### src/rtl/sd_init_seq.sv
// SD card SPI-mode power-up sequencer: dummy clocks, CMD0/8/55/ACMD41/58 handshake, status flags.
// Optional CMD59 (CRC enable) step is compiled in with `define SD_INIT_CRC_EN.
module sd_init_seq #(
  parameter int         DUMMY_FRAMES = 2,
  parameter int         RETRY_MAX    = 255,
  parameter int         TIMEOUT_CYC  = 4096,
  parameter logic [2:0] DIV_INIT     = 3'b010,
  parameter logic [2:0] DIV_RUN      = 3'b000
) (
  input  logic        spi_clk_i,
  input  logic        spi_rst_i,
  input  logic        start_i,
  input  logic        cmd_ready_i,
  input  logic        resp_valid_i,
  input  logic [7:0]  resp_r1_i,
  input  logic [31:0] resp_ext_i,
  output logic [47:0] frame_o,
  output logic        cmd_valid_o,
  output logic        cs_n_o,
  output logic [2:0]  clkdiv_o,
  output logic        busy_o,
  output logic        done_o,
  output logic        err_o,
  output logic [2:0]  err_code_o,
  output logic        sdhc_o,
  output logic        v2_o
);

  localparam int TW = $clog2(TIMEOUT_CYC + 1);

  localparam logic [2:0] ERR_CMD0  = 3'd1;
  localparam logic [2:0] ERR_CMD8  = 3'd2;
  localparam logic [2:0] ERR_ACMD  = 3'd3;
  localparam logic [2:0] ERR_CMD58 = 3'd4;
  localparam logic [2:0] ERR_TMO   = 3'd6;

  localparam logic [47:0] F_ONES  = 48'hFFFF_FFFF_FFFF;
  localparam logic [47:0] F_CMD0  = 48'h40_0000_0000_95;
  localparam logic [47:0] F_CMD8  = 48'h48_0000_01AA_87;
  localparam logic [47:0] F_CMD55 = 48'h77_0000_0000_65;
  localparam logic [47:0] F_CMD58 = 48'h7A_0000_0000_FD;

  typedef enum logic [3:0] {
    S_IDLE, S_DUMMY, S_CMD0, S_CMD8, S_CMD55, S_ACMD41, S_CMD58, S_DONE, S_ERR
`ifdef SD_INIT_CRC_EN
    , S_CMD59
`endif
  } state_t;

`ifdef SD_INIT_CRC_EN
  localparam logic [2:0]  ERR_CMD59 = 3'd5;
  localparam logic [47:0] F_CMD59   = 48'h7B_0000_0001_83;
  localparam state_t      POST_OCR  = S_CMD59;
`else
  localparam state_t      POST_OCR  = S_DONE;
`endif

  // CRC7 (x^7 + x^3 + 1) over the 40 leading frame bits, MSB first
  function automatic logic [6:0] crc7(input logic [39:0] d);
    logic [6:0] c;
    logic       fb;
    c = '0;
    for (int i = 39; i >= 0; i--) begin
      fb = c[6] ^ d[i];
      c  = {c[5:0], 1'b0};
      if (fb) c = c ^ 7'h09;
    end
    return c;
  endfunction

  state_t          state_q, state_d;
  logic            wait_q, wait_d;
  logic            cmd_valid_q, cmd_valid_d;
  logic [TW-1:0]   wcnt_q, wcnt_d;
  logic [7:0]      dummy_q, dummy_d;
  logic [7:0]      cmd0_q, cmd0_d;
  logic [7:0]      acmd_q, acmd_d;
  logic            v2_q, v2_d;
  logic            sdhc_q, sdhc_d;
  logic [2:0]      err_code_q, err_code_d;
  logic            timeout;
  logic [39:0]     acmd41_body;
  logic            unused_ext;

  assign unused_ext  = ^{resp_ext_i[31], resp_ext_i[29:12]};
  assign acmd41_body = {8'h69, 1'b0, v2_q, 30'b0};
  assign timeout     = wait_q && (wcnt_q == TW'(TIMEOUT_CYC - 1));

  always_ff @(posedge spi_clk_i or posedge spi_rst_i) begin
    if (spi_rst_i) begin
      state_q     <= S_IDLE;
      wait_q      <= 1'b0;
      cmd_valid_q <= 1'b0;
      wcnt_q      <= '0;
      dummy_q     <= '0;
      cmd0_q      <= '0;
      acmd_q      <= '0;
      v2_q        <= 1'b0;
      sdhc_q      <= 1'b0;
      err_code_q  <= '0;
    end else begin
      state_q     <= state_d;
      wait_q      <= wait_d;
      cmd_valid_q <= cmd_valid_d;
      wcnt_q      <= wcnt_d;
      dummy_q     <= dummy_d;
      cmd0_q      <= cmd0_d;
      acmd_q      <= acmd_d;
      v2_q        <= v2_d;
      sdhc_q      <= sdhc_d;
      err_code_q  <= err_code_d;
    end
  end

  always_comb begin
    state_d     = state_q;
    wait_d      = wait_q;
    cmd_valid_d = 1'b0;
    wcnt_d      = wcnt_q;
    dummy_d     = dummy_q;
    cmd0_d      = cmd0_q;
    acmd_d      = acmd_q;
    v2_d        = v2_q;
    sdhc_d      = sdhc_q;
    err_code_d  = err_code_q;
    case (state_q)
      S_IDLE, S_DONE, S_ERR: begin
        if (start_i) begin
          state_d    = S_DUMMY;
          wait_d     = 1'b0;
          wcnt_d     = '0;
          dummy_d    = '0;
          cmd0_d     = '0;
          acmd_d     = '0;
          v2_d       = 1'b0;
          sdhc_d     = 1'b0;
          err_code_d = '0;
        end
      end
      default: begin
        if (!wait_q) begin
          // ISSUE: valid rises one cycle after entry, drops after the transfer
          if (cmd_valid_q && cmd_ready_i) begin
            wait_d = 1'b1;
            wcnt_d = '0;
          end else begin
            cmd_valid_d = 1'b1;
          end
        end else begin
          wcnt_d = wcnt_q + TW'(1);
          if (timeout) begin
            wait_d     = 1'b0;
            state_d    = S_ERR;
            err_code_d = ERR_TMO;
          end else if (resp_valid_i) begin
            // every response leaves WAIT: either re-issue this command or move on
            wait_d = 1'b0;
            case (state_q)
              S_DUMMY: begin
                if ({1'b0, dummy_q} + 9'd1 >= 9'(DUMMY_FRAMES)) state_d = S_CMD0;
                else dummy_d = dummy_q + 8'd1;
              end
              S_CMD0: begin
                if (resp_r1_i == 8'h01) begin
                  state_d = S_CMD8;
                end else if ({1'b0, cmd0_q} + 9'd1 >= 9'(RETRY_MAX)) begin
                  state_d    = S_ERR;
                  err_code_d = ERR_CMD0;
                end else begin
                  cmd0_d = cmd0_q + 8'd1;
                end
              end
              S_CMD8: begin
                if (resp_r1_i == 8'h01 && resp_ext_i[11:0] == 12'h1AA) begin
                  v2_d    = 1'b1;
                  state_d = S_CMD55;
                end else if (resp_r1_i[2]) begin
                  v2_d    = 1'b0;
                  state_d = S_CMD55;
                end else begin
                  state_d    = S_ERR;
                  err_code_d = ERR_CMD8;
                end
              end
              S_CMD55: begin
                if (resp_r1_i == 8'h00 || resp_r1_i == 8'h01) begin
                  state_d = S_ACMD41;
                end else begin
                  state_d    = S_ERR;
                  err_code_d = ERR_ACMD;
                end
              end
              S_ACMD41: begin
                if (resp_r1_i == 8'h00) begin
                  state_d = v2_q ? S_CMD58 : POST_OCR;
                end else if (resp_r1_i == 8'h01 &&
                             {1'b0, acmd_q} + 9'd1 < 9'(RETRY_MAX)) begin
                  acmd_d  = acmd_q + 8'd1;
                  state_d = S_CMD55;
                end else begin
                  state_d    = S_ERR;
                  err_code_d = ERR_ACMD;
                end
              end
              S_CMD58: begin
                if (resp_r1_i == 8'h00) begin
                  sdhc_d  = resp_ext_i[30];
                  state_d = POST_OCR;
                end else begin
                  state_d    = S_ERR;
                  err_code_d = ERR_CMD58;
                end
              end
`ifdef SD_INIT_CRC_EN
              S_CMD59: begin
                if (resp_r1_i == 8'h00) begin
                  state_d = S_DONE;
                end else begin
                  state_d    = S_ERR;
                  err_code_d = ERR_CMD59;
                end
              end
`endif
              default: ;
            endcase
          end
        end
      end
    endcase
  end

  always_comb begin
    frame_o = F_ONES;
    case (state_q)
      S_CMD0:   frame_o = F_CMD0;
      S_CMD8:   frame_o = F_CMD8;
      S_CMD55:  frame_o = F_CMD55;
      S_ACMD41: frame_o = {acmd41_body, crc7(acmd41_body), 1'b1};
      S_CMD58:  frame_o = F_CMD58;
`ifdef SD_INIT_CRC_EN
      S_CMD59:  frame_o = F_CMD59;
`endif
      default:  frame_o = F_ONES;
    endcase
  end

  assign cmd_valid_o = cmd_valid_q;
  assign cs_n_o      = (state_q == S_IDLE) || (state_q == S_DUMMY) ||
                       (state_q == S_DONE) || (state_q == S_ERR);
  assign clkdiv_o    = (state_q == S_DONE) ? DIV_RUN : DIV_INIT;
  assign busy_o      = !((state_q == S_IDLE) || (state_q == S_DONE) || (state_q == S_ERR));
  assign done_o      = (state_q == S_DONE);
  assign err_o       = (state_q == S_ERR);
  assign err_code_o  = err_code_q;
  assign sdhc_o      = sdhc_q;
  assign v2_o        = v2_q;

endmodule

### config.mk
export PLATFORM = sky130hd
export DESIGN_NAME = sd_init_seq
export DESIGN_NICKNAME = d
export VERILOG_FILES = /design/src/rtl/sd_init_seq.sv
export SDC_FILE = /design/constraint.sdc
export NUM_CORES = 1
export LEC_CHECK = 0
export CORE_MARGIN = 1.5
export CORE_UTILIZATION = 40
export CTS_BUF_LIST = sky130_fd_sc_hd__clkbuf_8
export DETAILED_ROUTE_END_ITERATION = 10
export PLACE_DENSITY = 0.69
export SLEW_MARGIN = 20
export SYNTH_ARGS = -nofsm -noshare
export SYNTH_HDL_FRONTEND = slang
export SYNTH_SLANG_ARGS = --single-unit
### constraint.sdc
create_clock -name spi_clk_i -period 8 [get_ports spi_clk_i]
set_clock_uncertainty 0.1 [all_clocks]
set_input_delay 2 -clock spi_clk_i [delete_from_list [all_inputs] [get_ports spi_clk_i]]
set_output_delay 2 -clock spi_clk_i [all_outputs]
set_load 0.01 [all_outputs]
==> impl_metrics.ini <==
[worst_hold_path]
hold_depth = 1
hold_path.class = reg -> reg
hp-start = acmd_q[7]$_DFFE_PP0P_
hold_end = acmd_q[7]$_DFFE_PP0P_

[timing]
finalSetupViolCount = 0
period_share = 0.6601
rsz0062_at_grt = false
fmax_mhz = 189.4
fin_setup_tns_ns = 0
relSlewSlack = 0.3626
hold_viol = 0
drv_slew = 0
finalCriticalPeriod_ns = 5.281
tightestPinTransition_ns = 0.9474

[critical_path]
cp-end-kind = primary output
crit_slowest_cell = dfrtp_1
crit_fanout = 25
r2r_end = wcnt_q[5]$_DFFE_PP0P_
crit_start = state_q[1]$_DFFE_PP0P_
critPathArrivalTime_ns = 3.18
critPathKind = reg -> out
cp-start-kind = flop
r2r_cells = 8
cp.required_ns = 5.90
ff2ff_setup_slack_ns = 4.42
crit_family = buffers and inverters
cp.buffers_inverters = 2
critPathMaxStageDelay_ns = 0.92
r2r_start = state_q[1]$_DFFE_PP0P_
worstPathCellList = nand4b_4, nand2_1, clkinv_1, clkdlybuf4s50_1

[clock_network]
htree_levels = 2
clock-sinks = 48
numCtsBuffers = 5
cts_resized = 0
clk_latency_ns = 0.31
holdBufCountCts = 0
path_clk_slew_ns = 0.10
cts_tree = done
post_cts_buffers = 0
clockRootBuffer = clkbuf_8
cts_buffer_depth = 2

[logic_synthesis]
ys_seq_elements = 48
synth_xor_area_frac = 0.01446
synthMuxAreaShare = 0.05680
ys.warnings.count = 0
yosys.area_share.simple = 0.2509
syn_area_per_cell_um2 = 8.716
syn_area_mm2 = 0.003635
synth_fa_ha_area_frac = 0.02065
synth_top_family_by_area = simple AND/OR/NAND/NOR gates
synth_compound_area_frac = 0.1945
ys_seq_area_frac = 0.3305
synthCells = 417
synthArstFlopShare = 1.000
synth_edf_count = 0
synth_cell_types = 82
ys.flop_type = dfrtp_1

[power]
swShare = 0.4154
p_int_w = 0.0009231
leakagePower_nw = 1.751
clkPwrFrac = 0.137
combPwrFrac = 0.634
powerDensity_mw_per_mm2 = 365.1
peakVddDrop_mv = 0.1727
seq_power_share = 0.229
net-switching-power_w = 0.0006560

[placement]
dp.cells = 553
routabilityCongestion = 0.8456
port-buffer-count = 81
placed_area_mm2 = 0.004187
dp_hpwl_um = 5990

[floorplanning]
core_area_mm2 = 0.008763
io_pins = 106
die_w_um = 98.33
die-area_mm2 = 0.009668
num_rows = 34
die_h_um = 98.33
start_util = 0.4148

[cells_and_area]
diodes = 0
fin_area_mm2 = 0.004325
final_cell_mix = clkdlybuf4s50_1, dfrtp_1, nand2_1
layout.nets = 503
nFillCells = 810
fin_util = 0.4936
layout_commonest_cell = clkdlybuf4s50_1
syn_to_final_growth_pct = 19.00
drive_gt1_frac = 0.09272
final-instance-count-excl-fill = 561

[routing]
drt_drc_violations_left = 0
viasPerCell = 5.604
wl_um = 8285
drt_first_pass_iters = 4
antenna_left = 0
vias = 3144
drt-wirelength-per-cell_um = 14.77
drt_iter0_drc = 161

[global_routing]
overflow = 0
grt_pass1_wl_um = 14010
grt_max_degree = 49
antenna_found_initial = 0
grt_pass1_vias = 2852
grtUsageTotal = 0.1750

[status]
status = finished clean

[flow_run]
cap_violations = 0
## power by group through the flow
stage                     logic (W)  registers [W]  clock network [W]
after CTS                   0.00101       0.000361           0.000221
after detailed placement    0.00101       0.000366                  0
after floorplan            0.000771       0.000316                  0
after global placement     0.000995       0.000363                  0
final                       0.00100       0.000362           0.000216
after global routing        0.00109       0.000374           0.000234
## routing by layer
layer	wire, um	track usage	up-vias
met5	0	0	-
met1	3839	0.2408	1493
met3	597	0.03364	6
li1	-	-	1525
met4	71	0.04334	0
met2	3776	0.2840	120
## metrics by stage
stage               worst slack, ns  total power [W]  hold slack (ns)
global placement              3.051         0.001357           0.3641
global route                  2.479         0.001694           0.4124
CTS                           2.665         0.001591           0.3870
floorplan                     3.937         0.001087           0.3516
finish                        2.719         0.001579           0.3804
detailed placement            3.055         0.001371           0.3732
## state kept, by name, indices dropped and copies added (netlist names)
signal,cells
acmd_q,8
cmd0_q,8
cmd_valid_o,1
dummy_q,8
err_code_o,3
sdhc_o,1
state_q,4
v2_o,1
wait_q,1
wcnt_q,13
## cell families after synthesis
kind of cell / Yosys count
mux: 19
buf+inv: 74
xor+xnor: 6
other cells: 2
simple gates: 154
fa+ha+maj: 6
flops: 48
compound gates: 108
## Yosys cell counts (3+ instances only)
library cell	n	share of area
dfrtp_1	48	0.33
and2_1	11	0.019
buf_2	3	0.0041
nand4_1	8	0.014
xnor2_1	5	0.012
a21oi_1	31	0.043
nand2b_1	6	0.010
nand2_1	35	0.036
nor3_1	9	0.012
a22o_1	3	0.0072
nand3_1	11	0.015
o21ai_0	32	0.044
ha_1	6	0.021
and3_1	5	0.0086
or3_1	4	0.0069
clkbuf_1	7	0.0072
mux2i_1	9	0.025
inv_1	17	0.018
and4_1	3	0.0072
buf_6	4	0.012
a31oi_1	6	0.010
buf_4	40	0.083
mux2_2	9	0.028
nor2_1	31	0.032
o22a_1	3	0.0072
nor4_1	3	0.0052
## worst register-to-register path: stages, from the launching register on
cell and delay [ns]:
dfrtp_1 0.92, nand4b_4 0.24, nand2_1 0.58, clkinv_1 0.53, nor2_1 0.25, or2_1 0.45, nor3_1 0.15, xnor2_1 0.18
nor2_1 0.07
## worst max-delay path by stage
stage	slack, ns	depth (start not counted)	end
final	2.72	4	busy_o
after global routing	2.48	4	busy_o
after CTS	2.67	4	busy_o
after detailed placement	3.05	4	busy_o
after global placement	3.05	4	busy_o
after floorplan	3.94	7	err_code_o[1]$_DFFE_PP0P_
## area by class of cell
class                   instances  area (um^2)  area share
repair buffers                 81        810.8      0.1874
well taps                     108        135.1     0.03124
clock buffers                   5        68.82     0.01591
inverters                      18        68.82     0.01591
clock inverters                 3        68.82     0.01591
multi-input cells             298         1972      0.4559
flip-flops and latches         48         1201      0.2777
No activity file was read; power rests on OpenSTA's default activity.
